[config.mk]
export PLATFORM = sky130hd
export DESIGN_NAME = div_seq_ctrl
export DESIGN_NICKNAME = d
export VERILOG_FILES = /design/src/rtl/div_seq_ctrl.sv
export SDC_FILE = /design/constraint.sdc
export NUM_CORES = 1
export LEC_CHECK = 0
export BUFFER_PORTS_ARGS = -buffer_cell sky130_fd_sc_hd__buf_2
export CAP_MARGIN = 20
export CORE_MARGIN = 2
export CORE_UTILIZATION = 58
export CTS_BUF_LIST = sky130_fd_sc_hd__clkbuf_8
export DETAILED_ROUTE_END_ITERATION = 8
export PLACE_DENSITY = 0.87
export SETUP_SLACK_MARGIN = 0.5
export SYNTH_ARGS = -nofsm -noshare
export SYNTH_HDL_FRONTEND = slang
export SYNTH_SLANG_ARGS = --single-unit
export TNS_END_PERCENT = 10
[constraint.sdc]
create_clock -name clk -period 2.8 [get_ports clk]
set_clock_uncertainty 0.2 [all_clocks]
set_input_delay 0.28 -clock clk [delete_from_list [all_inputs] [get_ports clk]]
set_output_delay 0.28 -clock clk [all_outputs]
set_load 0.05 [all_outputs]
[src/rtl/div_seq_ctrl.sv]
// Sequencing controller for the 4-bit calculator divider: button entry of
// numerator/denominator, start/done handshake, result display, error handling.
module div_seq_ctrl #(
    parameter int W       = 4,
    parameter int TO_W    = 6,
    parameter int BLINK_W = 3
) (
    input  logic         clk,
    input  logic         rst,
    input  logic         up,
    input  logic         down,
    input  logic         ok,
    output logic [W-1:0] div_a,
    output logic [W-1:0] div_b,
    output logic         div_start,
    input  logic         div_done,
    input  logic [W-1:0] div_q,
    input  logic [W-1:0] div_r,
    output logic [W-1:0] leds,
    output logic [2:0]   phase,
    output logic         err
);

    typedef enum logic [2:0] {
        ST_NUM = 3'd0,
        ST_DEN = 3'd1,
        ST_RUN = 3'd2,
        ST_QUO = 3'd3,
        ST_REM = 3'd4,
        ST_ERR = 3'd5
    } state_t;

    localparam logic [W-1:0]       ZERO_W    = {W{1'b0}};
    localparam logic [W-1:0]       ONE_W     = {{(W-1){1'b0}}, 1'b1};
    localparam logic [W-1:0]       ALL1_W    = {W{1'b1}};
    localparam logic [TO_W-1:0]    TO_ZERO   = {TO_W{1'b0}};
    localparam logic [TO_W-1:0]    TO_ONE    = {{(TO_W-1){1'b0}}, 1'b1};
    localparam logic [TO_W-1:0]    TO_MAX    = {TO_W{1'b1}};
    localparam logic [BLINK_W-1:0] BL_ZERO   = {BLINK_W{1'b0}};
    localparam logic [BLINK_W-1:0] BL_ONE    = {{(BLINK_W-1){1'b0}}, 1'b1};
    localparam logic [BLINK_W-1:0] BL_MAX    = {BLINK_W{1'b1}};

    // Modular increment/decrement of an operand; inc and dec are mutually exclusive.
    function automatic logic [W-1:0] step_val(input logic [W-1:0] v,
                                              input logic inc,
                                              input logic dec);
        logic [W-1:0] res;
        if (inc) begin
            res = v + ONE_W;
        end else if (dec) begin
            res = v - ONE_W;
        end else begin
            res = v;
        end
        return res;
    endfunction

    state_t             state_r;
    state_t             state_nx_s;
    logic               start_nx_s;
    logic [2:0]         sync1_r;
    logic [2:0]         sync2_r;
    logic [2:0]         prev_r;
    logic [2:0]         press_s;
    logic               ok_press_s;
    logic               up_press_s;
    logic               dn_press_s;
    logic [W-1:0]       num_r;
    logic [W-1:0]       den_r;
    logic [W-1:0]       q_r;
    logic [W-1:0]       r_r;
    logic [TO_W-1:0]    to_cnt_r;
    logic [BLINK_W-1:0] blink_cnt_r;
    logic               blink_on_r;
    logic               div_start_r;

    // Button synchronizers plus a delayed copy for falling-edge press detection.
    always_ff @(posedge clk or negedge rst) begin
        if (!rst) begin
            sync1_r <= 3'b111;
            sync2_r <= 3'b111;
            prev_r  <= 3'b111;
        end else begin
            sync1_r <= {ok, down, up};
            sync2_r <= sync1_r;
            prev_r  <= sync2_r;
        end
    end

    // Press events; ok has priority, simultaneous up+down cancel each other.
    always_comb begin
        press_s    = prev_r & ~sync2_r;
        ok_press_s = press_s[2];
        up_press_s = press_s[0] & ~press_s[1] & ~press_s[2];
        dn_press_s = press_s[1] & ~press_s[0] & ~press_s[2];
    end

    // State register.
    always_ff @(posedge clk or negedge rst) begin
        if (!rst) begin
            state_r <= ST_NUM;
        end else begin
            state_r <= state_nx_s;
        end
    end

    // Next-state decode and start request.
    always_comb begin
        state_nx_s = ST_NUM;
        start_nx_s = 1'b0;
        case (state_r)
            ST_NUM: begin
                if (ok_press_s) begin
                    state_nx_s = ST_DEN;
                end else begin
                    state_nx_s = ST_NUM;
                end
            end
            ST_DEN: begin
                if (ok_press_s) begin
                    if (den_r == ZERO_W) begin
                        state_nx_s = ST_ERR;
                    end else begin
                        state_nx_s = ST_RUN;
                        start_nx_s = 1'b1;
                    end
                end else begin
                    state_nx_s = ST_DEN;
                end
            end
            ST_RUN: begin
                // A done arriving in the final timeout cycle still completes the divide.
                if (div_done) begin
                    state_nx_s = ST_QUO;
                end else if (to_cnt_r == TO_MAX) begin
                    state_nx_s = ST_ERR;
                end else begin
                    state_nx_s = ST_RUN;
                end
            end
            ST_QUO: begin
                if (ok_press_s) begin
                    state_nx_s = ST_REM;
                end else begin
                    state_nx_s = ST_QUO;
                end
            end
            ST_REM: begin
                if (ok_press_s) begin
                    state_nx_s = ST_NUM;
                end else begin
                    state_nx_s = ST_REM;
                end
            end
            ST_ERR: begin
                if (ok_press_s) begin
                    state_nx_s = ST_NUM;
                end else begin
                    state_nx_s = ST_ERR;
                end
            end
            default: begin
                state_nx_s = ST_NUM;
            end
        endcase
    end

    // Operand registers, edited only in their own entry state.
    always_ff @(posedge clk or negedge rst) begin
        if (!rst) begin
            num_r <= ZERO_W;
            den_r <= ZERO_W;
        end else begin
            if ((state_r == ST_NUM) && !ok_press_s) begin
                num_r <= step_val(num_r, up_press_s, dn_press_s);
            end else begin
                num_r <= num_r;
            end
            if ((state_r == ST_DEN) && !ok_press_s) begin
                den_r <= step_val(den_r, up_press_s, dn_press_s);
            end else begin
                den_r <= den_r;
            end
        end
    end

    // Result capture, start pulse and RUN timeout counter.
    always_ff @(posedge clk or negedge rst) begin
        if (!rst) begin
            q_r         <= ZERO_W;
            r_r         <= ZERO_W;
            to_cnt_r    <= TO_ZERO;
            div_start_r <= 1'b0;
        end else begin
            div_start_r <= start_nx_s;
            if ((state_r == ST_RUN) && div_done) begin
                q_r <= div_q;
                r_r <= div_r;
            end else begin
                q_r <= q_r;
                r_r <= r_r;
            end
            if (state_r == ST_RUN) begin
                to_cnt_r <= to_cnt_r + TO_ONE;
            end else begin
                to_cnt_r <= TO_ZERO;
            end
        end
    end

    // Error blink: held at the all-ones phase outside ERR, toggles every 2^BLINK_W cycles inside.
    always_ff @(posedge clk or negedge rst) begin
        if (!rst) begin
            blink_cnt_r <= BL_ZERO;
            blink_on_r  <= 1'b1;
        end else if (state_r == ST_ERR) begin
            blink_cnt_r <= blink_cnt_r + BL_ONE;
            if (blink_cnt_r == BL_MAX) begin
                blink_on_r <= ~blink_on_r;
            end else begin
                blink_on_r <= blink_on_r;
            end
        end else begin
            blink_cnt_r <= BL_ZERO;
            blink_on_r  <= 1'b1;
        end
    end

    // Display and status decode of registered state.
    always_comb begin
        leds = ZERO_W;
        err  = 1'b0;
        case (state_r)
            ST_NUM:  leds = num_r;
            ST_DEN:  leds = den_r;
            ST_RUN:  leds = ZERO_W;
            ST_QUO:  leds = q_r;
            ST_REM:  leds = r_r;
            ST_ERR: begin
                err = 1'b1;
                if (blink_on_r) begin
                    leds = ALL1_W;
                end else begin
                    leds = ZERO_W;
                end
            end
            default: leds = ZERO_W;
        endcase
    end

    assign phase     = state_r;
    assign div_a     = num_r;
    assign div_b     = den_r;
    assign div_start = div_start_r;

endmodule

==> flow_metrics.tcl, run 1 <==
set metrics [dict create \
    grt_setup_unrepaired "yes" \
    seqCellArea_sq_um 995 \
    worstSetupStartpointType "register" \
    synthesis.area_sq_um 1880 \
    track_usage_pct 22.2 \
    p_sw_share_pct 46.8 \
    grt-ovfl-total 0 \
    slowest_stage "dfstp_2" \
    synth-seq-area-share_pct 52.5 \
    clock_latency_ns 0.28 \
    crit_path_end_kind "register" \
    combPwrFrac_pct 48.0 \
    multi_input_area_sq_um 893 \
    arrival_ns 2.26 \
    crit_top_cell "xnor2_1" \
    cpPeakStageDelay_ns 0.55 \
    status "finished, final reports clean" \
    first_pass_iters 4 \
    die_w_um 61.0 \
    pre_cts_ws_ns 0.420 \
    via_per_inst 5.41 \
    grt_max_degree 40 \
    hold_depth 2 \
    io_buffers 30 \
    gp_congestion 0.831 \
    rows 20 \
    grt_pass1_vias 1254 \
    place_hpwl_um 2610 \
    ys_types 41 \
    p_leak_nw 1.02 \
    finalCriticalPeriod_ns 2.29 \
    grt_pass1_wl_um 5890 \
    async_flop_share_pct 100 \
    clock-root-buffer "clkbuf_8" \
    synth-main-ff-cell "dfrtp_1" \
    nNetsFinal 211 \
    finalSetupTns_ns 0 \
    cts_tree "yes" \
    worst_slack_ns 0.505 \
    area_growth_pct 19.8 \
    max_cap_viol_count 0 \
    drc 0 \
    reg2regPathDepth 8 \
    coreArea_sq_um 3080 \
    maxSlewViolCount 0 \
    power_density_nw_per_um2 1170 \
    drtAntennaViolNets 0 \
    switchingPower_w 0.00123 \
    hold_viol_final 0 \
    syn-num-nets 175 \
    vias 1260 \
    wirelength_um 3610 \
    critical_path_required_ns 2.77 \
    ys_warn_count 0 \
    die_area_sq_um 3720 \
    io-pin-count 31 \
    r2r_setup_slack_ns 0.51 \
    layout-drive-gt1-share_pct 40.7 \
    path_max_fanout 8 \
    clk_pin_slew_ns 0.07 \
    cts-buffers-inserted 5 \
    synth_edf_count 0 \
    diodes 0 \
    power_w 0.00263 \
    hold_slack_ns 0.0222 \
    timing.fmax_ghz 0.436 \
    clk_path_buf_depth 2 \
    wl_per_cell_um 15.5 \
    crit_type "register to register" \
    vdd_drop_max_mv 0.993 \
    fin_crit_sh_pct 81.9 \
    antenna_found_initial 0 \
    drt_iter0_drc 60 \
    setup_viol 0 \
    pwr-share-seq_pct 36.8 \
    syn_avg_cell_area_sq_um 12.4 \
    pwr-share-clk_pct 15.2 \
    path_cells "nor2b_4, or3_4, ha_4, a21o_1, a21oi_2, xnor2_1, nand2_1, xnor2_1" \
    die_y_um 61.0 \
    nFillCells 217 \
    worst-slew-pin-transition_ns 0.819 \
    cts-htree-levels 2 \
    internal_power_w 0.00140 \
    cts_num_sinks 39 \
    synthCells 152 \
    initial_core_util_pct 61.2 \
    maxSlewHeadroom_pct 45.4 \
    synth-seq-cells 39 \
    hold_path_class "primary input to register" \
]
-- layer usage --
layer  GRT usage (%)  wire [um]  up-vias
met5               0          0        -
met4            8.39         29        0
met3            5.12        172        5
met2            36.9       1830       34
met1            28.6       1570      622
li1                -          -      599
-- power by group through the flow --
stage,combinational (W),sequential (W),clock [W]
finish,0.00126,0.000968,0.000399
global route,0.00136,0.000998,0.000438
CTS,0.00123,0.000950,0.000410
detailed placement,0.00122,0.000959,0
global placement,0.00118,0.000939,0
floorplan,0.000759,0.00112,0
-- metrics by stage --
step | cells | area [sq um] | util [%]
finish | 233 | 2260 | 73.3
global placement | 219 | 2050 | 66.6
floorplan | 152 | 1890 | -
global route | 233 | 2260 | 73.3
detailed placement | 219 | 2050 | 66.6
CTS | 231 | 2190 | 71.2
-- repair_timing --
| item | CTS | global route |
|---|---|---|
| endpoints found under the hold margin | 32 | 0 |
| resized for setup | 1 | 8 |
| setup buffers | 0 | 2 |
| hold buffers | 4 | 0 |
| setup endpoints to repair | 5 | 7 |
| pin swaps | 0 | 3 |
-- area by class of cell --
type	instances	area share, %
Sequential cell	39	44.1
Multi-Input combinational cell	104	39.6
Timing Repair Buffer	36	9.10
Clock buffer	7	4.27
Tap cell	44	2.44
Inverter	2	0.333
Clock inverter	1	0.166
-- kinds of logic (layout without fill, tap and decap cells) --
family | after synthesis | in the layout | synth area share, %
flops | 39 | 39 | 52.5
xor+xnor | 14 | 14 | 6.51
mux | 15 | 15 | 10.0
fa+ha+maj | 9 | 9 | 6.78
compound gates | 22 | 22 | 8.11
simple gates | 44 | 44 | 13.4
buf+inv | 9 | 46 | 2.72
-- Yosys cell counts, drive strengths merged (5+ instances only) --
| library cell | number | area [sq um] |
|---|---|---|
| and3 | 5 | 31.3 |
| dfrtp | 29 | 726 |
| dfstp | 10 | 263 |
| ha | 7 | 87.6 |
| mux2 | 11 | 124 |
| nand2 | 11 | 41.3 |
| nand3 | 5 | 25.0 |
| nor2 | 12 | 45.0 |
| xnor2 | 7 | 61.3 |
| xor2 | 7 | 61.3 |
-- placed cells by master (no fill, tap or decap), drive strengths merged, types with 3 or more instances in the layout --
master,netlist,layout
nand3,5,5
nand2,11,11
ha,7,7
dfrtp,29,29
nor2b,4,4
inv,2,3
buf,4,32
a21oi,4,4
and3,5,5
xor2,7,7
dfstp,10,10
xnor2,7,7
clkbuf,3,7
mux2,11,11
dlygate4sd3,0,4
nor2,12,12
o21ai,4,4
-- path summary, 6_finish.rpt --
path                            start           to
setup / recovery           sync2_r[2]     div_b[3]
hold / removal               div_r[2]       r_r[2]
setup reg to reg           sync2_r[2]     div_b[3]
hold reg to reg            sync1_r[2]   sync2_r[2]
max in group asynchronous         rst     phase[2]
min in group asynchronous         rst  to_cnt_r[5]
-- worst max-delay path, delay by kind of cell, from the launching register on --
kind	cells	cell delay (ns)
adder cells (fa/ha/maj)	1	0.23
XOR/XNOR	2	0.27
flip-flops	1	0.55
AO/OA/AOI/OAI	2	0.33
AND/OR/NAND/NOR	3	0.59
-- sequential cells by signal, summed over array words and instances (netlist names) --
register,count
div_start,1
prev_r,3
to_cnt_r,6
sync1_r,3
blink_on_r,1
r_r,4
sync2_r,3
blink_cnt_r,3
div_a,4
q_r,4
phase,3
div_b,4
No activity file was read; power rests on OpenSTA's default activity.
==> run 2, diff against run 1 <==
Settings changed: ABC_AREA from default to 1, CORE_UTILIZATION 58 to 52, PLACE_DENSITY 0.87 to 0.82.
Clock period 2.8 ns to 2.1 ns, I/O delays scaled along.
==> run 2 against run 1 <==
  * Worst setup slack got worse by 0.44 ns
  * Non-clock buffer count increased by 16
  * Synthesized cell count increased by 46%
  * Register-to-register slack got worse by 0.44 ns
  * Clock-buffer cell count unchanged
  * Sequential share of layout area decreased by 8.1 points
  * Sequential cell count unchanged
  * First-iteration DRC count increased by 13%
  * Fmax increased by 13%
  * Clock power increased by 38%
==> flow_metrics.tcl, run 2 <==
set metrics [dict create \
    status "finished, final reports clean" \
    grt_pass1_vias 1612 \
    cts_tree "yes" \
    worst-slew-pin-transition_ns 0.779 \
    maxSlewHeadroom_pct 48.1 \
    hold_slack_ns 0.104 \
    synth-seq-cells 39 \
    worstSetupStartpointType "register" \
    crit_family "simple AND/OR/NAND/NOR gates" \
    pwr-share-clk_pct 13.5 \
    critical_path_required_ns 2.08 \
    switchingPower_w 0.00201 \
    netlist.area_leader.share_pct 37.6 \
    grt_setup_unrepaired "yes" \
    gp_congestion 0.866 \
    die_y_um 65.0 \
    path_max_fanout 6 \
    synth_edf_count 0 \
    r2r_start "prev_r[0]" \
    initial_core_util_pct 53.6 \
    layout-drive-gt1-share_pct 42.7 \
    crit_type "register to register" \
    io-pin-count 31 \
    vias 1661 \
    clk_path_buf_depth 2 \
    synth-seq-area-share_pct 51.2 \
    die_w_um 65.0 \
    timing.fmax_ghz 0.491 \
    pwr-share-seq_pct 30.6 \
    clk_pin_slew_ns 0.07 \
    crit_start "prev_r[0]" \
    r2r_setup_slack_ns 0.06 \
    hold_path_class "primary input to register" \
    first_pass_iters 4 \
    drc 0 \
    p_sw_share_pct 49.4 \
    nNetsFinal 301 \
    grt_pass1_wl_um 7090 \
    yosysTopAreaCell "dfrtp_1" \
    setup_viol 0 \
    diodes 0 \
    worst_slack_ns 0.0645 \
    coreArea_sq_um 3610 \
    crit_path_end_kind "register" \
    clock_latency_ns 0.29 \
    cts-buffers-inserted 5 \
    hold_viol_final 0 \
    final_core_util_pct 76.5 \
    synth_commonest_cells "nand2_1 (55), dfrtp_1 (29), nand3_1 (26), inv_1 (23), nor2_1 (21)" \
    antenna_found_initial 0 \
    multi_input_area_sq_um 1090 \
    grt_max_degree 37 \
    cpPeakStageDelay_ns 0.54 \
    die_area_sq_um 4220 \
    async_flop_share_pct 100 \
    path_buf_inv 2 \
    syn-num-nets 245 \
    cts-htree-levels 2 \
    power_density_nw_per_um2 1480 \
    clock-root-buffer "clkbuf_8" \
    wl_per_cell_um 13.4 \
    synthCells 222 \
    mostFrequentLayoutCells "nand2_1 (48), dfrtp_1 (25), buf_2 (25)" \
    arrival_ns 2.01 \
    regMostFlops "to_cnt_r" \
    internal_power_w 0.00206 \
    synth_most_common_cell "nand2_1" \
    maxSlewViolCount 0 \
    r2r-end "div_b[3]" \
    finalCriticalPeriod_ns 2.04 \
    drtAntennaViolNets 0 \
    slowest_stage "dfstp_2" \
    pre_cts_ws_ns 0.0557 \
    drt_iter0_drc 68 \
    grt-ovfl-total 0 \
    ys_types 25 \
    path_cells "inv_2, nor2_4, nand3_4, ha_4, nand3_1, inv_1, nor2_1, nand2_1, nand2_1, o21ai_1, nand2_1" \
    syn_avg_cell_area_sq_um 8.70 \
    nFillCells 246 \
    place_hpwl_um 2800 \
    cts_num_sinks 39 \
    io_buffers 30 \
    reg2regPathDepth 11 \
    combPwrFrac_pct 55.8 \
    via_per_inst 5.08 \
    wirelength_um 4390 \
    crit_end "div_b[3]" \
    seqCellArea_sq_um 993 \
    synth-main-ff-cell "dfrtp_1" \
    final_common_cell "nand2_1" \
    fin_crit_sh_pct 96.9 \
    path_depth 11 \
    synthesis.area_sq_um 1930 \
    max_cap_viol_count 0 \
    p_leak_nw 1.29 \
    ys_warn_count 0 \
    vdd_drop_max_mv 0.742 \
    area_growth_pct 42.8 \
    synth_area_leaders "dfrtp_1 (38%), dfstp_2 (14%), nand2_1 (11%), nand3_1 (6.7%), ha_1 (4.5%)" \
    largest_reg_flops 6 \
    track_usage_pct 22.4 \
    crit_top_cell "nand2_1" \
    rows 22 \
]
[run 2: changes by cell type after synthesis, sizes merged, moves of 5 or more]
cell   delta
and3      -5
inv      +26
mux2     -11
nand2    +51
nand3    +21
nand4     +7
nor2     +11
xor2      -5
[run 2: layer usage]
| metal | up-vias | GRT usage (%) | share of wire [%] |
|---|---|---|---|
| met2 | 33 | 39.2 | 54 |
| li1 | 832 | - | - |
| met4 | 0 | 5.05 | 1.3 |
| met5 | - | 0 | 0 |
| met1 | 789 | 27.5 | 41 |
| met3 | 7 | 6.25 | 3.8 |
[run 2: tightest hold or removal path: stages]
cell and delay (ns):
buf_2 0.21, nand3_2 0.10, nand2_1 0.04
[run 2: repair_timing]
item | 4_1_cts | 5_1_grt
pin swaps | 2 | 43
endpoints found under the setup margin | 13 | 29
endpoints found under the hold margin | 40 | 0
resized for setup | 12 | 57
hold buffers | 12 | 0
buffers inserted | 3 | 3
[run 2: layout make-up]
type | count | area share [%]
tap | 48 | 2.18
timing repair buffer | 52 | 14.2
sequential | 39 | 36.0
inverter | 28 | 4.22
multi-input combinational | 152 | 39.7
clock buffer | 7 | 3.49
clock inverter | 1 | 0.227
[run 2: worst min-delay path by stage]
stage	from	to	slack [ns]	cells after the start
global placement	ok	sync1_r[2]	0.12	1
CTS	div_done	q_r[0]	0.05	3
global route	div_done	q_r[0]	0.11	3
detailed placement	down	sync1_r[1]	0.12	1
floorplan	rst	blink_cnt_r[0]	-0.29	0
finish	div_done	q_r[0]	0.10	3
[run 2: stage by stage]
step                std cells  instance area, sq um  power, W  setup TNS [ns]
floorplan                 222                  1970   0.00261         -0.0787
global placement          301                  2180   0.00296               0
detailed placement        301                  2180   0.00299               0
CTS                       324                  2500   0.00371               0
global route              327                  2760   0.00432         -0.0603
finish                    327                  2760   0.00407               0
[run 2: cells by family (layout without fill, tap and decap cells)]
logic type | after synthesis | in the layout | synth area share (%)
xor gates and xnor gates | 5 | 5 | 2.27
and+or+nand+nor | 121 | 121 | 28.6
AOI/OAI and AO/OA | 17 | 17 | 4.99
buffers and inverters | 31 | 88 | 6.41
adders and majority gates | 9 | 9 | 6.61
DFF | 39 | 39 | 51.2
[run 2: power by group through the flow]
| stage | clock [W] | sequential (W) | combinational [W] |
|---|---|---|---|
| after floorplan | 0 | 0.00150 | 0.00111 |
| after global placement | 0 | 0.00121 | 0.00175 |
| after detailed placement | 0 | 0.00122 | 0.00178 |
| after CTS | 0.000565 | 0.00121 | 0.00194 |
| after global routing | 0.000599 | 0.00128 | 0.00244 |
| final | 0.000551 | 0.00125 | 0.00227 |
==> run 3, diff against run 2 <==
Settings changed: ABC_AREA 1 to 0, SLEW_MARGIN from default to 15.
==> run 3 against run 2 <==
  * The flow now finishes with violations (setup timing)
  * Worst hold slack better by 0.020 ns
  * Sequential cell count is the same
  * First-iteration DRC count down 1.5%
  * Critical endpoint unchanged
  * Sequential share of layout area grew 2.9 points
  * Core utilization down 1.9 points
  * Die area fell by 2.4%
  * Clock power decreased by 2%
  * Critical path depth is 3 lower
==> flow_metrics.tcl, run 3 (synthesized netlist as in run 1, its figures left out) <==
set metrics [dict create \
    critical_path_required_ns 2.08 \
    cts-htree-levels 2 \
    layout-drive-gt1-share_pct 48.1 \
    grt_setup_unrepaired "yes" \
    combPwrFrac_pct 53.6 \
    finalSetupTns_ns -0.538 \
    arrival_ns 2.24 \
    worstSetupStartpointType "register" \
    clock-root-buffer "clkbuf_8" \
    path_max_fanout 6 \
    crit_type "register to register" \
    first_pass_iters 4 \
    switchingPower_w 0.00177 \
    die_y_um 64.2 \
    drc 0 \
    clk_path_buf_depth 2 \
    rows 21 \
    coreArea_sq_um 3420 \
    wirelength_um 4200 \
    cts_tree "yes" \
    path_cells "nand2b_4, or3_4, ha_4, a21o_1, a21oi_2, xnor2_1, nand2_1, xnor2_1" \
    hold_viol_final 0 \
    grt_pass1_wl_um 7090 \
    maxSlewViolCount 0 \
    grt_pass1_vias 1493 \
    antenna_found_initial 0 \
    via_per_inst 5.35 \
    vias 1360 \
    drt-met1-wl_um 1640 \
    maxSlewHeadroom_pct 52.3 \
    worst-slew-pin-transition_ns 0.707 \
    pre_cts_ws_ns -0.180 \
    clock_latency_ns 0.29 \
    wl_met3_um 149 \
    timing.fmax_ghz 0.441 \
    design_area_sq_um 2550 \
    max_cap_viol_count 0 \
    place_area_sq_um 2210 \
    largest_reg_flops 6 \
    grt_max_degree 18 \
    violations "setup timing" \
    crit_path_end_kind "register" \
    regMostFlops "to_cnt_r" \
    die_area_sq_um 4120 \
    path_buf_inv 0 \
    cts-buffers-inserted 5 \
    track_usage_pct 22.9 \
    dr_wl_met2_um 2330 \
    status "finished with violations" \
    top_layer_used "met4" \
    crit_top_cell "xnor2_1" \
    wl_per_cell_um 16.5 \
    worst_slack_ns -0.165 \
    die_w_um 64.2 \
    initial_core_util_pct 55.1 \
    drtAntennaViolNets 0 \
    cts_num_sinks 39 \
    place_hpwl_um 2820 \
    power_w 0.00389 \
    io-pin-count 31 \
    cpPeakStageDelay_ns 0.55 \
    pwr-share-clk_pct 13.9 \
    power_density_nw_per_um2 1530 \
    fin_crit_sh_pct 108 \
    io_buffers 30 \
    drt_iter0_drc 67 \
    internal_power_w 0.00212 \
    finalCriticalPeriod_ns 2.27 \
    gp_congestion 0.849 \
    area_growth_pct 35.4 \
    diodes 0 \
    mostFrequentLayoutCells "dfrtp_1 (26), buf_2 (23), buf_4 (13)" \
    setup_viol 6 \
    nNetsFinal 230 \
    hold_slack_ns 0.124 \
    slowest_stage "dfstp_2" \
    grt-ovfl-total 0 \
    crit_family "simple AND/OR/NAND/NOR gates" \
    p_sw_share_pct 45.5 \
    clk_pin_slew_ns 0.07 \
    p_leak_nw 1.15 \
    hold_path_class "primary input to register" \
    final_common_cell "dfrtp_1" \
    vdd_drop_max_mv 0.860 \
    pwr-share-seq_pct 32.5 \
]
[run 3: worst reg2reg max path, delay by kind of cell, from the launching register on]
kind	cells	cell delay, ns
simple gates	3	0.58
compound gates	2	0.31
xor+xnor	2	0.28
fa+ha+maj	1	0.23
flops	1	0.55
[run 3: metrics by stage]
| stage | instances | utilization, % |
|---|---|---|
| 4_1_cts | 254 | 73.3 |
| 3_5_place_dp | 234 | 64.6 |
| 6_report | 254 | 74.7 |
| 2_1_floorplan | 152 | - |
| 3_3_place_gp | 234 | 64.6 |
| 5_1_grt | 254 | 74.7 |
[run 3: path summary, 6_finish.rpt]
| kind | start | endpoint | cells past startpoint | slack (ns) |
|---|---|---|---|---|
| max reg2reg | prev_r[0] | div_b[3] | 8 | -0.17 |
| min | div_done | phase[0] | 4 | 0.12 |
| max | prev_r[0] | div_b[3] | 8 | -0.17 |
| max in group asynchronous | rst | blink_on_r | 3 | 0.96 |
| min in group asynchronous | rst | div_b[1] | 2 | 0.16 |
| min reg2reg | sync1_r[1] | sync2_r[1] | 0 | 0.16 |
[run 3: layout make-up]
class / count / area (sq um)
tap: 46 / 57.6
clock inverter: 1 / 3.75
sequential: 39 / 992
timing repair buffer: 55 / 412
inverter: 2 / 7.51
multi-input combinational: 104 / 981
fill: 234 / 866
clock buffer: 7 / 96.3
[run 3: power by group through the flow]
stage | registers, W | clock network [W] | logic [W]
floorplan | 0.00151 | 0 | 0.00113
global placement | 0.00125 | 0 | 0.00176
detailed placement | 0.00126 | 0 | 0.00183
CTS | 0.00126 | 0.000558 | 0.00201
global route | 0.00130 | 0.000596 | 0.00221
finish | 0.00126 | 0.000541 | 0.00208
[run 3: metal layers]
layer	GRT usage, %	up-vias
li1	-	639
met2	40.2	32
met4	7.98	0
met3	5.28	8
met1	27.6	681
met5	0	-
[run 3: timing repair]
item	4_1_cts	5_1_grt
gates resized for setup	20	13
cloned	0	0
setup endpoints to repair	27	28
pin swaps	6	3
hold buffers	12	0
hold endpoints to repair	36	0
setup buffers	0	0
